## src/rtl/mem_port_arbiter.sv

```systemverilog
// Round-robin arbiter sharing one single-port RAM between three requesters
// (0 = instruction fetch, 1 = data access, 2 = debug/loader). It runs one
// transaction at a time and hides a 0..3 cycle RAM read latency.
// Every output comes straight from a register.
module mem_port_arbiter #(
  parameter int ADDR_W     = 32,
  parameter int DATA_W     = 32,
  parameter int RD_LATENCY = 1   // legal range 0..3
) (
  input  logic                clk,
  input  logic                reset,
  input  logic [2:0]          req_i,
  input  logic [2:0]          we_i,
  input  logic [3*ADDR_W-1:0] addr_i,
  input  logic [3*DATA_W-1:0] wdata_i,
  output logic [2:0]          gnt_o,
  output logic [2:0]          done_o,
  output logic [DATA_W-1:0]   rdata_o,
  output logic                busy_o,
  output logic                we_o,
  output logic [ADDR_W-1:0]   addr_o,
  output logic [DATA_W-1:0]   data_o,
  input  logic [DATA_W-1:0]   data_i
);

  typedef enum logic [1:0] {IDLE, ISSUE, WAIT, RESP} state_t;

  // Count loaded on entry to WAIT; the read data is captured when it reaches 1
  localparam logic [1:0] LAT_INIT = 2'(RD_LATENCY);

  state_t            state_reg;
  logic [1:0]        rr_last_reg;
  logic [1:0]        winner_reg;
  logic              is_write_reg;
  logic [1:0]        wait_cnt_reg;
  logic [2:0]        gnt_reg;
  logic [2:0]        done_reg;
  logic [DATA_W-1:0] rdata_reg;
  logic              busy_reg;
  logic              we_reg;
  logic [ADDR_W-1:0] addr_reg;
  logic [DATA_W-1:0] data_reg;

  logic [ADDR_W-1:0] req_addr  [3];
  logic [DATA_W-1:0] req_wdata [3];

  logic [1:0] pick;
  logic       pick_valid;
  logic [1:0] cand;

  // Split the flat request buses into one address/data word per requester
  genvar gi;
  generate
    for (gi = 0; gi < 3; gi++) begin : g_slice
      assign req_addr[gi]  = addr_i[gi*ADDR_W +: ADDR_W];
      assign req_wdata[gi] = wdata_i[gi*DATA_W +: DATA_W];
    end
  endgenerate

  // Requester reached after stepping (offset+1) places past base, modulo 3
  function automatic logic [1:0] rr_next(input logic [1:0] base, input int offset);
    int idx;
    idx = (int'(base) + offset + 1) % 3;
    return 2'(idx);
  endfunction

  // Round-robin pick: scan from the requester after the last winner; the
  // downward loop lets the closest candidate overwrite farther ones
  always_comb begin
    pick       = 2'd0;
    pick_valid = 1'b0;
    cand       = 2'd0;
    for (int j = 2; j >= 0; j--) begin
      cand = rr_next(rr_last_reg, j);
      if (req_i[cand]) begin
        pick       = cand;
        pick_valid = 1'b1;
      end
    end
  end

  // Transaction sequencer: grant, issue, wait out the read latency, respond
  always_ff @(posedge clk or posedge reset) begin
    if (reset) begin
      state_reg    <= IDLE;
      rr_last_reg  <= 2'd2;
      winner_reg   <= 2'd0;
      is_write_reg <= 1'b0;
      wait_cnt_reg <= 2'd0;
      gnt_reg      <= 3'b000;
      done_reg     <= 3'b000;
      rdata_reg    <= '0;
      busy_reg     <= 1'b0;
      we_reg       <= 1'b0;
      addr_reg     <= '0;
      data_reg     <= '0;
    end else begin
      // Grant, done and write enable are single-cycle pulses by default
      gnt_reg  <= 3'b000;
      done_reg <= 3'b000;
      we_reg   <= 1'b0;
      case (state_reg)
        IDLE: begin
          if (pick_valid) begin
            state_reg    <= ISSUE;
            gnt_reg      <= 3'b001 << pick;
            rr_last_reg  <= pick;
            winner_reg   <= pick;
            is_write_reg <= we_i[pick];
            we_reg       <= we_i[pick];
            addr_reg     <= req_addr[pick];
            data_reg     <= req_wdata[pick];
            busy_reg     <= 1'b1;
          end
        end
        ISSUE: begin
          if (is_write_reg) begin
            state_reg <= RESP;
            done_reg  <= 3'b001 << winner_reg;
          end else if (RD_LATENCY == 0) begin
            // Combinational RAM: data for addr_o is already on data_i
            rdata_reg <= data_i;
            state_reg <= RESP;
            done_reg  <= 3'b001 << winner_reg;
          end else begin
            wait_cnt_reg <= LAT_INIT;
            state_reg    <= WAIT;
          end
        end
        WAIT: begin
          if (wait_cnt_reg == 2'd1) begin
            rdata_reg <= data_i;
            state_reg <= RESP;
            done_reg  <= 3'b001 << winner_reg;
          end else begin
            wait_cnt_reg <= wait_cnt_reg - 2'd1;
          end
        end
        RESP: begin
          state_reg <= IDLE;
          busy_reg  <= 1'b0;
        end
        default: begin
          state_reg <= IDLE;
          busy_reg  <= 1'b0;
        end
      endcase
    end
  end

  assign gnt_o   = gnt_reg;
  assign done_o  = done_reg;
  assign rdata_o = rdata_reg;
  assign busy_o  = busy_reg;
  assign we_o    = we_reg;
  assign addr_o  = addr_reg;
  assign data_o  = data_reg;

endmodule

```

## config.mk

```make
export PLATFORM = sky130hd
export DESIGN_NAME = mem_port_arbiter
export DESIGN_NICKNAME = d
export VERILOG_FILES = /design/src/rtl/mem_port_arbiter.sv
export SDC_FILE = /design/constraint.sdc
export NUM_CORES = 1
export LEC_CHECK = 0
export BUFFER_PORTS_ARGS = -buffer_cell sky130_fd_sc_hd__buf_2
export CORE_UTILIZATION = 28
export DETAILED_ROUTE_END_ITERATION = 8
export GPL_TIMING_DRIVEN = 0
export RECOVER_POWER = 50
export SYNTH_ARGS = -nofsm -noshare
export SYNTH_HDL_FRONTEND = slang
export SYNTH_SLANG_ARGS = --single-unit
export TNS_END_PERCENT = 30
```

## constraint.sdc

```tcl
create_clock -name clk -period 5.2 [get_ports clk]
set_input_delay 0.26 -clock clk [delete_from_list [all_inputs] [get_ports clk]]
set_output_delay 0.26 -clock clk [all_outputs]
set_load 0.1 [all_outputs]
```

### Word level (Yosys, flattened, before mapping)

Index checks and enable logic that the tools add are counted.

| storage, ports and cells | value |
|---|---|
| output and inout bits | 104 |
| register bits after elaboration | 113 |
| bits of input ports | 232 |
| word-level logic and storage cells | 80 |

| cells by class | value |
|---|---|
| $lt $le $gt $ge | 5 |
| bitwise logic cells | 1 |
| reduce and logical (&&, ||, !) cells | 8 |
| shift-type cells | 2 |
| divide/modulo/power cells | 3 |
| equality and inequality tests | 8 |
| mux-type cells | 36 |
| $add $sub $neg | 5 |

Operator list:

| kind | number |
|---|---|
| binary-select mux 32 bit (select 2 bit) | 2 |
| two-way mux 32 bit | 4 |
| remainder unit 32 x 3 -> 32 bit, second input constant | 3 |
| adder 32 x 2 -> 32 bit, second input constant | 1 |
| two-way mux 2 bit | 7 |
| < comparator 2 x 3 -> 1 bit, second input constant | 4 |
| two-way mux 3 bit | 4 |
| two-way mux 1 bit | 11 |
| binary-select mux 1 bit (select 2 bit) | 4 |
| != test 2 bit, second input constant | 4 |
| one-hot mux 2 bit (4 select lines) | 1 |
| AND reduction 2 bit | 4 |
| one-hot mux 3 bit (2 select lines) | 1 |
| left shift 1 x 2 -> 3 bit, first input constant | 2 |
| adder 3 x 1 -> 4 bit, second input constant | 1 |
| equality test 2 x 1 -> 1 bit, second input constant | 2 |
| equality test 2 bit, second input constant | 2 |
| one-hot mux 2 bit (2 select lines) | 1 |
| nonzero test 2 bit | 2 |
| adder 2 x 1 -> 3 bit, second input constant | 1 |
| adder 2 x 2 -> 3 bit, second input constant | 1 |
| greater-or-equal comparator 3 bit, second input constant | 1 |
| inverter 2 -> 3 bit | 1 |
| AND reduction 3 bit | 1 |
| other kinds (3) | 3 |

### Depth between registers and ports, before layout

Gate-level depths: netlist of the first run.

| logic depth | value |
|---|---|
| depth in word-level cells | 12 |
| depth in mapped cells | 11 |
| gate-level depth less buffers | 8 |

### Worst setup path after synthesis of the first run

OpenSTA, ideal clock, no wires.

| timing path | value |
|---|---|
| path type | register to register |
| from | register rr_last_reg[0] |
| to | register data_reg[17] (netlist: data_o[17]) |
| data required time | 5.068 ns |
| path buffers | 3 |
| library setup time | 0.132 ns |
| path slack | 2.807 ns |
| arrival | 2.261 ns |
| stages on the path, launching flop included | 12 |
| period minus slack after synthesis | 2.393 ns |
| path through | dfrtp_1 > inv_1 > ha_1 > buf_6 > and3b_1 > o21bai_4 > o41a_1 > buf_6 > buf_6 > and3_1 > a21oi_1 > o21ai_1 |

| on the way | value |
|---|---|
| cells in the longest elaborated chain, start to end | 12 |
| elaborated cells between the ends (all ways) | 24 |
| classes of those cells | 4 x add/sub; 3 x div; 15 x mux; 1 x bitwise; 1 x reduce/logical |

RTL lines:

| element | RTL line | RTL |
|---|---|---|
| start, declared | 32 | `logic [1:0] rr_last_reg;` |
| start signal, assigned | 107 | `rr_last_reg <= pick;` |
| branches (longest 12 deep; another with adder 32 x 2 -> 32 bit) | - |  |
| end signal, assigned | 112 | `data_reg <= req_wdata[pick];` |
| end, declared | 42 | `logic [DATA_W-1:0] data_reg;` |

Parallel ways; which one is timed is not known. The select of a mux whose other input is x is not followed.
A chain may end at the register's enable or synchronous reset.

==> flow_metrics.py, run 1 <==
metrics = {
    "clock_tree": {
        "h-tree-depth": 3,
        "clockBufferDepth": 2,
        "worstSkewPairLatency_ns": 0.36,
        "cts.clk_slew.worst_paths_ns": 0.08,
        "root_buffer": "clkbuf_16",
        "postCtsSetupRepairBufs": 0,
        "numCtsBuffers": 9,
        "cts_tree": "done",
        "cts.sinks": 112,
    },
    "floorplanning": {
        "ios": 336,
        "num_rows": 52,
        "die_x_um": 145,
        "dieArea_mm2": 0.0211,
        "fp.coreArea_mm2": 0.0202,
        "start_util": 0.285,
        "die_h_um": 145,
    },
    "yosys": {
        "avgSynthCellArea_um2": 11.0,
        "ys_async_sr_fraction": 1.00,
        "synth_seq_area_share": 0.487,
        "synth_area_mm2": 0.00576,
        "synth_area_leaders": "dfrtp_1 48%, mux2i_1 8.0%, mux2_2 6.5%",
        "syn-num-nets": 763,
        "synth_top_cell_by_area": "dfrtp_1",
        "yosys_register_bits": 112,
        "yosysWarnings": 0,
        "synth_top_area_share": 0.483,
        "netlist_instances": 521,
        "synth_edf_count": 0,
        "synth_cell_types": 45,
        "synth-main-ff-cell": "dfrtp_1",
    },
    "worst_hold_path": {
        "holdPathStages": 2,
        "hp-class": "in -> reg",
        "worstHoldStart": "wdata_i[59]",
        "hold-path-endpoint": "data_o[27]",
    },
    "critical_path": {
        "cp_max_fo": 64,
        "reg2reg_depth": 10,
        "end_kind": "async pin",
        "critical_path.startpoint_type": "input port",
        "r2r_setup_slack_ns": 2.34,
        "critPathArrivalTime_ns": 3.60,
        "r2r_end": "data_o[23]",
        "critPathKind": "in -> async",
        "cp.required_ns": 5.38,
        "r2r-start": "rr_last_reg[0]",
    },
    "drt": {
        "dr.pass1.iters": 4,
        "drc": 0,
        "vias": 5382,
        "wl_per_cell_um": 16.8,
        "antenna_left": 0,
        "routed_via_density": 4.70,
        "drtIter0Drc": 216,
        "finalWirelength_mm": 19.2,
    },
    "run_status": {
        "failed_checks": "max-capacitance violations, max-slew violations",
        "run_status": "finished with violations",
    },
    "grt": {
        "antenna_found_initial": 0,
        "grt_util_all_layers": 0.181,
        "grt_start_max_net_pins": 65,
        "grt.overflow.total": 0,
        "grt_pass1_vias": 5359,
        "grt_pass1_wl_mm": 29.8,
    },
    "timing": {
        "slew-limit-headroom": -0.536,
        "period_share": 0.658,
        "finalHoldViolCount": 0,
        "fmax_mhz": 292,
        "slew_viol_final": 115,
        "setup_viol": 0,
        "rsz0062_at_grt": "false",
        "clock_skew_ns": 0.0113,
        "finalCriticalPeriod_ns": 3.42,
        "fin_tns_setup_ns": 0,
        "holdWs_ns": 0.105,
        "tightest_slew_ns": 2.29,
    },
    "cells_and_area": {
        "final_nets": 1111,
        "antenna_cells": 0,
        "drive_gt1_frac": 0.429,
        "layout_common_cells": "297 x buf_2, 111 x dfrtp_1, 61 x clkbuf_1, 46 x mux2i_1, 46 x a21oi_1",
        "area_delta_synth_final_pct": 39.5,
        "final_common_cell": "buf_2",
    },
    "run": {
        "max-cap-violations": 2,
    },
    "placement": {
        "hpwlAfterDp_mm": 15.0,
        "io_buffers": 335,
        "gp_congestion": 0.840,
    },
}
==> Yosys cell counts, types with 2 or more instances <==
| library cell | count |
|---|---|
| a31oi_1 | 24 |
| o21ai_1 | 35 |
| buf_1 | 2 |
| and3_1 | 42 |
| buf_2 | 14 |
| nor2b_1 | 3 |
| nand3b_1 | 2 |
| nand2_1 | 7 |
| nor2_1 | 26 |
| a21oi_1 | 46 |
| ha_1 | 10 |
| nor3_1 | 3 |
| a21o_1 | 25 |
| o2bb2ai_1 | 22 |
| and3b_1 | 2 |
| o21ai_0 | 14 |
| buf_4 | 5 |
| mux2_2 | 33 |
| buf_8 | 3 |
| clkbuf_1 | 9 |
| mux2i_1 | 46 |
| nand2_2 | 2 |
| dfrtp_1 | 111 |
| inv_1 | 7 |
| buf_6 | 8 |
==> metrics by stage <==
| step | cell area (um2) | std cells | worst slack, ns | utilization |
|---|---|---|---|---|
| after floorplan | 5760 | 521 | 1.98 | - |
| after global placement | 7770 | 1126 | 0.409 | 0.385 |
| after detailed placement | 7800 | 1127 | 2.33 | 0.387 |
| after CTS | 8120 | 1144 | 2.30 | 0.403 |
| after global routing | 8030 | 1144 | 1.11 | 0.398 |
| final | 8030 | 1144 | 1.78 | 0.398 |
==> worst max-delay path: stages <==
cell           delay, ns
dlygate4sd3_1       0.53
buf_2               0.12
clkinvlp_2          1.28
clkbuf_2            1.34
==> how the worst max path moves through the flow <==
stage,start,endpoint,slack [ns],cells after the start
3_3_place_gp,reset,addr_o[12],0.41,2
6_report,reset,data_o[4],1.78,4
3_5_place_dp,rr_last_reg[0],data_o[23],2.33,10
2_1_floorplan,reset,addr_o[0],1.98,1
4_1_cts,rr_last_reg[0],data_o[23],2.30,10
5_1_grt,reset,data_o[4],1.11,4
==> routing by layer <==
metal,global-route usage,share of wire
met1,0.230,0.43
met2,0.310,0.49
met3,0.0386,0.061
met4,0.0542,0.018
met5,0,0
==> what timing repair did <==
action                     4_1_cts  5_1_grt
gates resized for setup          0        0
hold endpoints to repair        48        0
setup endpoints to repair        0        0
hold buffers                     1        0
==> kinds of logic after synthesis <==
| family | Yosys count | share of synthesized area |
|---|---|---|
| flip-flops | 112 | 0.487 |
| multiplexers | 79 | 0.145 |
| buffers and inverters | 48 | 0.0539 |
| AO/OA/AOI/OAI | 179 | 0.204 |
| AND/OR/NAND/NOR | 93 | 0.0887 |
| adder cells (fa/ha/maj) | 10 | 0.0217 |
==> layout make-up <==
type | count | area, um2
well taps | 270 | 338
multi-input cells | 361 | 2640
fillers | 2071 | 12100
clock inverters | 7 | 83.8
clock buffers | 9 | 225
flip-flops and latches | 112 | 2800
plain buffers | 41 | 284
repair buffers | 337 | 1630
inverters | 7 | 27.5
Power of run 1 is not shown: default switching activity piles up to over one toggle a cycle in this logic, so the estimate is an artifact.
==> inputs of run 2 (changes only) <==
- clock period: 5.2 -> 2.9 ns (I/O delays scaled with it)
==> run 2 against run 1 <==
  * The run still ends with max-capacitance violations, max-slew violations left
  * First-iteration DRC count down 0.46%
  * Count of clock-buffer cells in the layout did not move
  * Via count grew 3.0%
  * Non-clock buffer count rose by 34
  * Register-to-register slack worse by 2.2 ns
  * Critical path depth increased by 6
  * Clock skew up 0.0064 ns
==> flow_metrics.py, run 2 (same netlist as run 1, synthesis figures left out) <==
metrics = {
    "run_status": {
        "run_status": "finished with violations",
        "failed_checks": "max-capacitance violations, max-slew violations",
    },
    "critical_path": {
        "crit_buf_inv": 4,
        "path_depth": 10,
        "critical_path.startpoint_type": "flop",
        "cp.required_ns": 3.18,
        "cp_max_fo": 10,
        "end_kind": "flop",
        "r2r_setup_slack_ns": 0.17,
        "slowest_stage": "dfrtp_1",
        "path_cells": "inv_1, ha_1, buf_6, and3b_1, o21bai_4, o311ai_4, buf_4, clkbuf_1, a31oi_1, o2bb2ai_1",
        "critPathKind": "reg -> reg",
        "max_stage_delay_ns": 0.39,
        "reg2reg_depth": 10,
        "crit_path_end": "addr_o[1]",
        "r2r-start": "rr_last_reg[0]",
        "critPathArrivalTime_ns": 3.01,
        "r2r_end": "addr_o[1]",
        "cp-startpoint": "rr_last_reg[0]",
        "cp_top_family": "compound AO/OA/AOI/OAI gates",
    },
    "clock_tree": {
        "cts.sinks": 112,
        "h-tree-depth": 3,
        "root_buffer": "clkbuf_16",
        "clockBufferDepth": 2,
        "worstSkewPairLatency_ns": 0.37,
        "cts_tree": "done",
        "numCtsBuffers": 9,
        "cts.clk_slew.worst_paths_ns": 0.08,
    },
    "floorplanning": {
        "die_h_um": 145,
        "fp.coreArea_mm2": 0.0202,
        "num_rows": 52,
        "die_x_um": 145,
        "start_util": 0.285,
        "ios": 336,
        "dieArea_mm2": 0.0211,
    },
    "timing": {
        "period_share": 0.940,
        "finalCriticalPeriod_ns": 2.73,
        "clock_skew_ns": 0.0176,
        "slew_viol_final": 29,
        "slew-limit-headroom": -0.108,
        "finalHoldViolCount": 0,
        "tightest_slew_ns": 1.66,
        "rsz0062_at_grt": "true",
        "setup_viol": 0,
        "holdWs_ns": 0.0172,
        "fmax_mhz": 367,
    },
    "cells_and_area": {
        "layout_common_cells": "298 x buf_2, 111 x dfrtp_1, 59 x clkbuf_1, 46 x a21oi_1, 45 x mux2i_1",
        "final_common_cell": "buf_2",
        "area_delta_synth_final_pct": 45.6,
        "antenna_cells": 0,
        "drive_gt1_frac": 0.425,
        "final_core_util": 0.415,
        "final_nets": 1145,
        "layoutNonFillerInstCount": 1178,
    },
    "grt": {
        "antenna_found_initial": 1,
        "grt.overflow.total": 0,
        "grt_start_max_net_pins": 40,
        "grt_pass1_vias": 5634,
        "grt_util_all_layers": 0.185,
        "grt_pass1_wl_mm": 30.5,
    },
    "drt": {
        "dr.pass1.iters": 4,
        "routed_via_density": 4.70,
        "vias": 5541,
        "antenna_left": 0,
        "finalWirelength_mm": 19.5,
        "wl_per_cell_um": 16.6,
        "drc": 0,
        "drtIter0Drc": 215,
    },
    "placement": {
        "io_buffers": 335,
        "hpwlAfterDp_mm": 15.0,
        "gp_congestion": 0.798,
        "dpl.cell_count": 1129,
    },
    "worst_hold_path": {
        "worstHoldStart": "data_i[11]",
        "hp-class": "in -> reg",
    },
    "run": {
        "max-cap-violations": 1,
    },
}
==> run 2: changes by cell type in the layout (fill, tap and decap cells not counted), sizes merged <==
| cell | before | now |
|---|---|---|
| bufinv | 0 | 1 |
| buf | 315 | 319 |
| dlygate4sd3 | 1 | 29 |
| clkbuf | 71 | 73 |
| clkinvlp | 1 | 2 |
| clkinv | 4 | 2 |
==> run 2: what timing repair did <==
action | 4_1_cts | 5_1_grt
gates resized for setup | 0 | 6
endpoints found under the setup margin | 0 | 59
endpoints found under the hold margin | 39 | 0
hold buffers | 29 | 0
buffers inserted | 0 | 4
==> run 2: final cells by class <==
class / instances / area, um2
clock buffer: 9 / 225
clock inverter: 7 / 86.3
fill: 1994 / 11800
multi-input combinational: 361 / 2650
timing repair buffer: 371 / 1960
inverter: 7 / 27.5
sequential: 112 / 2800
tap: 270 / 338
buffer: 41 / 290
==> run 2: worst min-delay path by stage <==
stage	slack (ns)	cells past startpoint	endpoint
finish	0.02	2	rdata_o[11]
global route	0.002	2	rdata_o[27]
CTS	0.0004	2	rdata_o[18]
detailed placement	0.15	2	rdata_o[0]
global placement	0.36	2	addr_o[20]
floorplan	0.27	1	addr_o[0]
==> run 2: stage by stage <==
stage / setup TNS, ns / area (um2) / setup WS (ns)
final: 0 / 8380 / 0.174
after global routing: -0.00251 / 8380 / -0.00191
after CTS: 0 / 8440 / 0.0430
after detailed placement: 0 / 7830 / 0.0524
after global placement: 0 / 7770 / 0.0551
after floorplan: 0 / 5760 / 0.507
==> run 2: routing by layer <==
metal	track usage	wire length (um)
met3	0.0408	1150
met2	0.324	9860
met5	0	0
met4	0.0479	291
met1	0.230	8210
Power of run 2 is left out for the same reason.
==> inputs of run 3 (changes only) <==
--- a/config.mk
+++ b/config.mk
@@ -11,4 +11,5 @@
 export GPL_TIMING_DRIVEN = 0
 export RECOVER_POWER = 50
+export SKIP_LAST_GASP = 1
 export SYNTH_ARGS = -nofsm -noshare
 export SYNTH_HDL_FRONTEND = slang
==> constraint.sdc (replaced) <==
create_clock -name clk -period 2.9 [get_ports clk]
set_input_delay 0 -clock clk [delete_from_list [all_inputs] [get_ports clk]]
set_output_delay 0 -clock clk [all_outputs]
set_load 0.1 [all_outputs]
==> run 3 against run 2 <==
  * The run ends with negative hold slack, max-capacitance violations, max-slew violations left
  * Count of clock-buffer cells in the layout unchanged
  * Worst setup slack got worse by 0.038 ns
  * Register-to-register slack got worse by 0.04 ns
  * Wire length increased by 18%
  * Non-clock buffer count increased by 179
  * Via count increased by 18%
  * Global-route usage increased by 3.2 points
  * Die area unchanged
  * Critical endpoint is now data_o[21]
  * Largest cell class is now non-clock buffers
==> flow_metrics.py, run 3 (same netlist as run 1, synthesis figures left out) <==
metrics = {
    "run_status": {
        "run_status": "finished with violations",
        "failed_checks": "negative hold slack, max-capacitance violations, max-slew violations",
    },
    "cells_and_area": {
        "antenna_cells": 0,
        "area_delta_synth_final_pct": 76.6,
        "layoutNonFillerInstCount": 1357,
        "sequential_cell_area_mm2": 0.00280,
        "multi_input_comb_area_mm2": 0.00265,
        "layout_common_cells": "300 x buf_2, 209 x dlygate4sd3_1, 111 x dfrtp_1, 57 x clkbuf_1, 46 x a21oi_1",
        "final_common_cell": "buf_2",
        "drive_gt1_frac": 0.355,
        "fillers": 1801,
        "final_nets": 1324,
    },
    "critical_path": {
        "cp.required_ns": 3.13,
        "critPathKind": "reg -> reg",
        "cp_top_family": "compound AO/OA/AOI/OAI gates",
        "path_depth": 8,
        "critical_path.startpoint_type": "flop",
        "cp_max_fo": 10,
        "end_kind": "flop",
        "path_cells": "inv_1, ha_1, mux2i_1, o21ai_2, o41a_1, nand2_2, buf_1, o21ai_1",
        "reg2reg_depth": 8,
        "max_stage_delay_ns": 0.56,
        "critPathArrivalTime_ns": 3.00,
        "slowest_stage": "dfstp_2",
        "crit_buf_inv": 2,
    },
    "timing": {
        "setup_viol": 0,
        "finalCriticalPeriod_ns": 2.76,
        "setup_slack_ns": 0.136,
        "slew_viol_final": 30,
        "period_share": 0.953,
        "finalHoldViolCount": 1,
        "holdWs_ns": -0.0189,
        "clock_skew_ns": 0.0144,
        "fmax_mhz": 362,
        "rsz0062_at_grt": "true",
        "slew-limit-headroom": -0.0322,
        "tightest_slew_ns": 1.55,
    },
    "drt": {
        "drtIter0Drc": 246,
        "routed_via_density": 4.80,
        "antenna_left": 0,
        "drc": 0,
        "dr.pass1.iters": 5,
        "vias": 6519,
        "finalWirelength_mm": 23.1,
        "wl_per_cell_um": 17.0,
    },
    "clock_tree": {
        "cts.sinks": 112,
        "cts_tree": "done",
        "cts.clk_slew.worst_paths_ns": 0.09,
        "numCtsBuffers": 9,
        "h-tree-depth": 3,
        "root_buffer": "clkbuf_16",
        "clockBufferDepth": 2,
        "worstSkewPairLatency_ns": 0.36,
    },
    "grt": {
        "grt_start_max_net_pins": 40,
        "antenna_found_initial": 0,
        "grt_util_all_layers": 0.217,
        "grt.overflow.total": 0,
        "grt_pass1_wl_mm": 36.1,
        "grt_pass1_vias": 6874,
    },
    "floorplanning": {
        "die_h_um": 145,
        "fp.coreArea_mm2": 0.0202,
        "die_x_um": 145,
        "dieArea_mm2": 0.0211,
        "start_util": 0.285,
        "num_rows": 52,
        "ios": 336,
    },
    "placement": {
        "hpwlAfterDp_mm": 15.0,
        "place_ws_ns": 0.0524,
        "dpl.cell_count": 1129,
        "io_buffers": 335,
        "gp_congestion": 0.798,
    },
    "worst_hold_path": {
        "holdPathStages": 3,
        "hp-class": "in -> reg",
    },
    "run": {
        "max-cap-violations": 1,
    },
}
## run 3: cell types whose count changed in the layout (fill, tap and decap cells not counted)
cell           previous run  this run
buf_1                     0         1
buf_12                    1         0
buf_2                   298       300
buf_4                     9         8
clkbuf_1                 59        57
clkbuf_2                  4         3
clkbuf_4                  1         2
dlygate4sd3_1            29       209
## run 3: per-stage QoR
stage               cell area, um2   util  hold WS [ns]  TNS [ns]
floorplan                     5760      -         0.124         0
global placement              7770  0.385         0.210         0
detailed placement            7830  0.388       0.00253         0
CTS                          10200  0.508     0.0000830         0
global route                 10200  0.504        0.0127     -1.41
finish                       10200  0.504       -0.0189         0
## run 3: per-layer routing
layer	share of wire	GRT usage	vias to the layer above
met4	0.032	0.0921	0
met2	0.50	0.379	300
met1	0.41	0.256	3099
met5	0	0	-
li1	-	-	3055
met3	0.057	0.0470	65
## run 3: cell type report
type	count	share of cell area
inverter	7	0.00271
multi-input combinational	361	0.260
sequential	112	0.276
clock inverter	7	0.00850
clock buffer	9	0.0222
buffer	41	0.0284
timing repair buffer	550	0.369
tap	270	0.0332
## run 3: worst paths after layout
| kind | start | end | slack (ns) |
|---|---|---|---|
| worst max-delay path | rr_last_reg[1] | data_o[21] | 0.14 |
| worst min register to register | addr_o[31] | addr_o[31] | 0.49 |
| worst min-delay path | wdata_i[33] | data_o[1] | -0.02 |
| min in group asynchronous | reset | rdata_o[0] | 0.22 |
| worst max register to register | rr_last_reg[1] | data_o[21] | 0.14 |
| max in group asynchronous | reset | rr_last_reg[1] | 0.41 |
## run 3: worst min-delay path, delay by kind of cell
family	cells	cell delay (ns)
buf+inv	1	0.08
mux	1	0.09
compound gates	1	0.12
## run 3: timing repair
item,CTS,global route
endpoints found under the setup margin,0,62
endpoints found under the hold margin,176,0
buffers inserted,0,3
gates resized for setup,0,5
hold buffers,209,0
Power of run 3 is left out for the same reason.
